`config.mk`:
```
export PLATFORM = sky130hd
export DESIGN_NAME = mmio_bus_ctrl
export DESIGN_NICKNAME = d
export VERILOG_FILES = /design/src/rtl/mmio_bus_pkg.sv /design/src/rtl/mmio_addr_decode.sv /design/src/rtl/mmio_bus_ctrl.sv
export SDC_FILE = /design/constraint.sdc
export NUM_CORES = 1
export LEC_CHECK = 0
export CAP_MARGIN = 20
export CORE_MARGIN = 2
export CORE_UTILIZATION = 39
export CTS_BUF_LIST = sky130_fd_sc_hd__clkbuf_4
export DETAILED_ROUTE_END_ITERATION = 16
export PLACE_DENSITY = 0.83
export SLEW_MARGIN = 10
export SYNTH_ARGS = -nofsm -noshare
export SYNTH_HDL_FRONTEND = slang
export SYNTH_SLANG_ARGS = --single-unit
```
`constraint.sdc`:
```
create_clock -name clk -period 2.1 [get_ports clk]
set_input_delay 0.525 -clock clk [delete_from_list [all_inputs] [get_ports clk]]
set_output_delay 0.525 -clock clk [all_outputs]
set_load 0.05 [all_outputs]
```
`src/rtl/mmio_bus_pkg.sv`:
```
// Shared constants for the CPU-to-peripheral MMIO bus controller:
// FSM state encoding, the default peripheral address tags and the
// width of the ACCESS-state timeout counter.
package mmio_bus_pkg;

    // Controller FSM states
    localparam logic [1:0] ST_IDLE   = 2'd0;
    localparam logic [1:0] ST_ACCESS = 2'd1;
    localparam logic [1:0] ST_RESP   = 2'd2;
    localparam logic [1:0] ST_ERR    = 2'd3;

    // Default address tags (cpu_addr[31:28]) of the existing peripherals
    localparam logic [3:0] TAG_LED = 4'hF;
    localparam logic [3:0] TAG_SEG = 4'hE;
    localparam logic [3:0] TAG_CNT = 4'h2;
    localparam logic [3:0] TAG_RAM = 4'h0;

    // Timeout counter width; large enough for TIMEOUT up to 65535
    localparam int TMO_W = 16;

endpackage

```
`src/rtl/mmio_addr_decode.sv`:
```
// Combinational address-tag decoder. Compares the incoming tag against
// every slave's tag and returns a one-hot select plus a hit flag. When
// several slaves share a tag, the lowest index wins.
module mmio_addr_decode #(
    parameter int NUM_SLAVES = 4,
    parameter int TAG_W      = 4,
    parameter logic [NUM_SLAVES*TAG_W-1:0] SLV_TAGS = '0
) (
    input  logic [TAG_W-1:0]      tag,
    output logic [NUM_SLAVES-1:0] sel,
    output logic                  hit
);

    // Scan from the highest index down so the lowest matching index is
    // the last one written and therefore takes priority.
    always_comb begin
        sel = '0;
        hit = 1'b0;
        for (int i = NUM_SLAVES - 1; i >= 0; i--) begin
            if (tag == SLV_TAGS[i*TAG_W +: TAG_W]) begin
                sel    = '0;
                sel[i] = 1'b1;
                hit    = 1'b1;
            end
        end
    end

endmodule

```
`src/rtl/mmio_bus_ctrl.sv`:
```
// MMIO bus controller: one CPU master, NUM_SLAVES tag-decoded slaves.
// An access is latched in IDLE, the selected slave is strobed in ACCESS
// until it acks (or the timeout expires), then RESP/ERR drives a single
// cpu_ready pulse.
//
// Handshake: cpu_req is held high by the CPU until it sees cpu_ready;
// cpu_ready is a one-cycle pulse and cpu_rdata/cpu_err are only valid in
// that cycle. A slave completes by raising its slv_ack bit while its
// slv_sel bit is high; the ack is consumed at that clock edge.
//
// Optional build macro MMIO_BUS_ERR_CAPTURE_EN adds err_addr (last
// faulting address) and err_count (saturating error counter).
import mmio_bus_pkg::*;

module mmio_bus_ctrl #(
    parameter int NUM_SLAVES = 4,
    parameter int TAG_W      = 4,
    parameter logic [NUM_SLAVES*TAG_W-1:0] SLV_TAGS = {TAG_LED, TAG_SEG, TAG_CNT, TAG_RAM},
    parameter int SLV_ADDR_W = 12,
    parameter int TIMEOUT    = 255
) (
    input  logic                     clk,
    input  logic                     rst,
    input  logic                     cpu_req,
    input  logic                     cpu_we,
    input  logic [31:0]              cpu_addr,
    input  logic [31:0]              cpu_wdata,
    output logic [31:0]              cpu_rdata,
    output logic                     cpu_ready,
    output logic                     cpu_err,
    output logic [NUM_SLAVES-1:0]    slv_sel,
    output logic [NUM_SLAVES-1:0]    slv_we,
    output logic [SLV_ADDR_W-1:0]    slv_addr,
    output logic [31:0]              slv_wdata,
    input  logic [NUM_SLAVES*32-1:0] slv_rdata,
    input  logic [NUM_SLAVES-1:0]    slv_ack
`ifdef MMIO_BUS_ERR_CAPTURE_EN
   ,output logic [31:0]              err_addr,
    output logic [15:0]              err_count
`endif
);

    localparam logic [TMO_W-1:0] TMO_LAST = TMO_W'(TIMEOUT - 1);

    logic [1:0]            state;
    logic [NUM_SLAVES-1:0] sel_q;
    logic                  we_q;
    logic [31:0]           rdata_q;
    logic [TMO_W-1:0]      tmo_cnt;

    logic [NUM_SLAVES-1:0] dec_sel;
    logic                  dec_hit;
    logic                  ack_sel;
    logic [31:0]           rdata_mux;
    logic                  start;
    logic                  tmo_hit;
    logic                  unused_addr_bits;

    // Middle address bits are neither tag nor slave-local offset
    assign unused_addr_bits = ^cpu_addr;

    mmio_addr_decode #(
        .NUM_SLAVES (NUM_SLAVES),
        .TAG_W      (TAG_W),
        .SLV_TAGS   (SLV_TAGS)
    ) u_decode (
        .tag (cpu_addr[31 -: TAG_W]),
        .sel (dec_sel),
        .hit (dec_hit)
    );

    assign start   = (state == ST_IDLE) && cpu_req;
    assign ack_sel = |(slv_ack & sel_q);
    assign tmo_hit = (state == ST_ACCESS) && !ack_sel && (tmo_cnt == TMO_LAST);

    // Read-data mux: only the latched (selected) slave contributes
    always_comb begin
        rdata_mux = '0;
        for (int i = 0; i < NUM_SLAVES; i++) begin
            if (sel_q[i]) begin
                rdata_mux = rdata_mux | slv_rdata[i*32 +: 32];
            end
        end
    end

    // Controller FSM, request latch and timeout counter
    always_ff @(posedge clk) begin
        if (rst) begin
            state     <= ST_IDLE;
            sel_q     <= '0;
            we_q      <= 1'b0;
            slv_addr  <= '0;
            slv_wdata <= '0;
            rdata_q   <= '0;
            tmo_cnt   <= '0;
        end else begin
            case (state)
                ST_IDLE: begin
                    if (cpu_req) begin
                        we_q      <= cpu_we;
                        slv_addr  <= cpu_addr[SLV_ADDR_W-1:0];
                        slv_wdata <= cpu_wdata;
                        sel_q     <= dec_sel;
                        tmo_cnt   <= '0;
                        state     <= dec_hit ? ST_ACCESS : ST_ERR;
                    end
                end
                ST_ACCESS: begin
                    // An ack wins over a timeout expiring in the same cycle
                    if (ack_sel) begin
                        rdata_q <= we_q ? 32'h0 : rdata_mux;
                        state   <= ST_RESP;
                    end else if (tmo_cnt == TMO_LAST) begin
                        state   <= ST_ERR;
                    end else begin
                        tmo_cnt <= tmo_cnt + 1'b1;
                    end
                end
                ST_RESP: state <= ST_IDLE;
                ST_ERR:  state <= ST_IDLE;
                default: state <= ST_IDLE;
            endcase
        end
    end

    // Bus outputs decoded from state; strobes only live in ACCESS
    always_comb begin
        slv_sel   = (state == ST_ACCESS) ? sel_q : '0;
        slv_we    = (state == ST_ACCESS && we_q) ? sel_q : '0;
        cpu_ready = (state == ST_RESP) || (state == ST_ERR);
        cpu_err   = (state == ST_ERR);
        cpu_rdata = (state == ST_RESP) ? rdata_q : 32'h0;
    end

`ifdef MMIO_BUS_ERR_CAPTURE_EN
    logic [31:0] fault_addr_q;

    // Error capture: remember the address of every failed access
    always_ff @(posedge clk) begin
        if (rst) begin
            fault_addr_q <= '0;
            err_addr     <= '0;
            err_count    <= '0;
        end else begin
            if (start) begin
                fault_addr_q <= cpu_addr;
            end
            if ((start && !dec_hit) || tmo_hit) begin
                err_addr <= start ? cpu_addr : fault_addr_q;
                if (err_count != 16'hFFFF) begin
                    err_count <= err_count + 16'd1;
                end
            end
        end
    end
`else
    logic unused_err_terms;
    assign unused_err_terms = start ^ tmo_hit;
`endif

endmodule

```
==> flow_summary_export.csv <==
group,metric,value,unit
status,status,"finished, violations left",
status,violations,"negative setup slack",
setup_path,cp-start-kind,"register",
power_and_ir_drop,power.switching,1.23,mW
floorplan,rows,40,
synthesis,synth_compound_area_share,24.0,%
min_path,hold_end,"slv_addr[2]",
placement,dpl-instance-area,8060,um2
floorplan,dieWidth,114,um
route,drc,0,
clock_tree,clk-insertion-delay-late,0.45,ns
synthesis,synth.distinct_cells,42,
timing,fin_crit_sh,100,%
route,drt_iter0_drc,268,
power_and_ir_drop,intPower,2.69,mW
route,drt_first_pass_iters,4,
setup_path,cpMostUsedCell,"buf_12",
power_and_ir_drop,pwr-share-comb,26.8,%
timing,rsz0062_at_grt,"yes",
route,highest_layer,"met4",
power_and_ir_drop,switching_share,31.3,%
synthesis,seq_area_frac_synth,41.7,%
setup_path,end_kind,"output port",
synthesis,synthAdderAreaFrac,0.526,%
finish,drive_gt1_share,16.2,%
synthesis,yosys_register_bits,99,
clock_tree,htreeDepth,3,
setup_path,worstPathCellList,"nor2b_4 -> buf_4 -> buf_12 -> and2_1 -> buf_12",
placement,hpwl,12.9,mm
route,vias_per_cell,5.46,
timing,worst_slack,-0.00188,ns
timing,tightestPinTransition,0.559,ns
clock_tree,cts_hold_buffers,0,
floorplan,io_pins,286,
route,routedWlPerCell,17.2,um
synthesis,synth_area,4750,um2
synthesis,synth_cells,601,
setup_path,crit_path_max_fanout,16,
timing,hold_violations,0,
route,vias,5561,
setup_path,slowest_delay,0.38,ns
global_route,grt_max_degree,59,
timing,slew_headroom,62.6,%
global_route,grt_pass1_wl,26.8,mm
finish,final_area,8360,um2
synthesis,synth_xor_area_share,0.369,%
min_path,hold_depth,2,
setup_path,worstPathArrival,1.58,ns
floorplan,die_y,114,um
timing,min_period,2.10,ns
route,m1WireLength,6.61,mm
placement,io_buffers,269,
finish,num-nets-final,1068,
power_and_ir_drop,p_leak,3.23,nW
setup_path,reg2reg_to,"tmo_cnt[13]",
clock_tree,cts.clk_slew.worst_paths,0.15,ns
clock_tree,root_buffer,"clkbuf_4",
route,route.met3.wl,1.59,mm
global_route,grt_antenna_before_repair,1,
synthesis,syn-num-nets,803,
power_and_ir_drop,pwr-share-seq,50.7,%
power_and_ir_drop,clkPwrFrac,22.5,%
power_and_ir_drop,power.density,469,nW/um2
clock_tree,clockBufferDepth,2,
route,finalWirelength,17.5,mm
timing,setup-tns-final,-0.00339,ns
global_route,grt_pass1_vias,5471,
setup_path,cp.required,1.57,ns
finish,synthToLayoutAreaGrowth,75.8,%
clock_tree,cts-buffers-inserted,9,
synthesis,synthMuxAreaShare,1.08,%
power_and_ir_drop,vdd_drop_max,392,uV
synthesis,avgSynthCellArea,7.91,um2
run,cap_violations,0,
min_path,hold_path.class,"register to register",
synthesis,synth_simple_gate_area_share,27.7,%
synthesis,yosys_warnings,0,
setup_path,crit_slowest_cell,"dfxtp_4",
timing,clock.fmax,476,MHz
placement,gp_congestion,0.935,
setup_path,reg2reg_depth,6,
route,antenna_left,0,
timing,setup_viol,3,
floorplan,design.core.area,12000,um2
floorplan,start_util,39.7,%
global_route,overflow,0,
route,dr_wl_met2,9.03,mm
setup_path,worstSetupPathType,"register to output port",
clock_tree,clock-sinks,99,
clock_tree,cts_tree,"yes",
global_route,grt_usage,25.6,%
finish,fill_cells,937,
timing,skew,0.0114,ns
synthesis,synth_top_family_by_area,"simple AND/OR/NAND/NOR gates",
timing,report.final.slew_viol_count,0,
setup_path,reg2reg_setup_slack,0.05,ns
min_path,min_from,"slv_addr[2]",
setup_path,reg2reg_from,"state[1]",
floorplan,dieArea,13100,um2
finish,post-route-util,69.9,%
==> synth_stat cells, drive strengths merged <==
cell type	n	area, um2
nor3b	1	7.51
mux2i	4	40.0
a22o	32	280
o31ai	1	7.51
nor4	2	27.5
clkbuf	48	180
o21ai	3	18.8
a31o	4	35.0
o211ai	2	15.0
and2	37	231
dfxtp	99	1980
o32ai	1	16.3
or2	1	6.26
nand4b	2	17.5
mux2	1	11.3
and3	5	31.3
and4	1	8.76
a21oi	87	439
nor2b	2	12.5
o21a	1	8.76
a22oi	4	30.0
a221oi	32	280
a211oi	1	7.51
nand2	141	529
or4	4	33.8
or3	39	244
xnor2	2	17.5
ha	2	25.0
inv	2	7.51
nor2	15	58.8
nor3	4	20.0
buf	6	36.3
nand4	5	31.3
nand3	8	40.0
or3b	1	8.76
nand2b	1	6.26
==> worst max-delay path, delay by kind of cell, from the launching register on <==
family / cells / cell delay [ns]
DFF: 1 / 0.38
and+or+nand+nor: 2 / 0.34
buffers and inverters: 3 / 0.41
==> registers in the layout (all words and copies together) (netlist names) <==
signal and count:
rdata_q 32, slv_addr 12, tmo_cnt 16, sel_q 4, state 2, we_q 1, slv_wdata 32
==> layout by cell type (no fill, tap or decap), types with 3 or more instances in the layout <==
cell and count:
clkdlybuf4s50_1 182, nand2_1 141, dfxtp_1 97, a21oi_1 86, dlygate4sd2_1 43, buf_12 42
or3_1 39, a22o_1 32, a221oi_1 32, buf_4 31, and2_4 24, nor2_1 14
and2_1 13, clkbuf_4 9, nand3_1 8, buf_6 7, nand4_1 5, and3_4 4
a22oi_1 4, a31o_1 4, mux2i_1 4, or4_1 3, nor3_1 3, clkinvlp_4 3
==> cell families (layout without fill, tap and decap cells) <==
logic type,count (synthesis),in the layout
compound gates,168,168
simple gates,269,269
flops,99,99
mux,5,5
fa+ha+maj,2,2
other cells,0,1
buf+inv,56,326
xor+xnor,2,2
==> per-layer routing <==
layer  up-vias  GRT usage [%]
met3        24           7.36
li1       2668              -
met4         0           9.11
met2       234           46.9
met1      2635           28.0
met5         -              0
==> stage by stage <==
stage / setup slack (ns) / cells / total power [mW] / hold WS, ns
2_1_floorplan: 0.199 / 601 / 2.49 / 0.432
5_1_grt: -0.0638 / 1019 / 4.10 / 0.487
6_report: -0.00188 / 1019 / 3.92 / 0.460
3_3_place_gp: -0.287 / 993 / 3.04 / 0.438
3_5_place_dp: -0.361 / 993 / 3.07 / 0.442
4_1_cts: -0.0318 / 1015 / 3.94 / 0.462
==> worst max path at each step <==
stage | slack [ns] | endpoint | from
2_1_floorplan | 0.20 | tmo_cnt[10] | tmo_cnt[11]
3_3_place_gp | -0.29 | tmo_cnt[13] | cpu_req
3_5_place_dp | -0.36 | tmo_cnt[13] | slv_ack[0]
4_1_cts | -0.03 | cpu_rdata[6] | state[1]
5_1_grt | -0.06 | cpu_rdata[28] | state[1]
6_report | -0.002 | cpu_rdata[3] | state[1]
==> timing repair <==
item | CTS | global route
resized for setup | 76 | 12
setup endpoints to repair | 83 | 44
cloned | 1 | 2
pin swaps | 1 | 15
buffers inserted | 5 | 1
==> power by group through the flow <==
stage,registers [mW],clock network (mW),logic [mW]
after detailed placement,2.03,0,1.04
after CTS,1.99,0.911,1.04
after global placement,2.03,0,1.01
after floorplan,2.23,0,0.264
after global routing,2.00,0.987,1.12
final,1.99,0.881,1.05
==> layout make-up <==
class | count | area [um2] | area share (%)
Timing Repair Buffer | 308 | 3410 | 40.8
Multi-Input combinational cell | 446 | 2650 | 31.7
Sequential cell | 99 | 1990 | 23.8
Tap cell | 147 | 184 | 2.20
Clock buffer | 9 | 67.6 | 0.809
Clock inverter | 7 | 45.0 | 0.539
Inverter | 2 | 7.51 | 0.0898
Antenna cell | 1 | 2.50 | 0.0299
No activity file was read; power rests on OpenSTA's default activity.
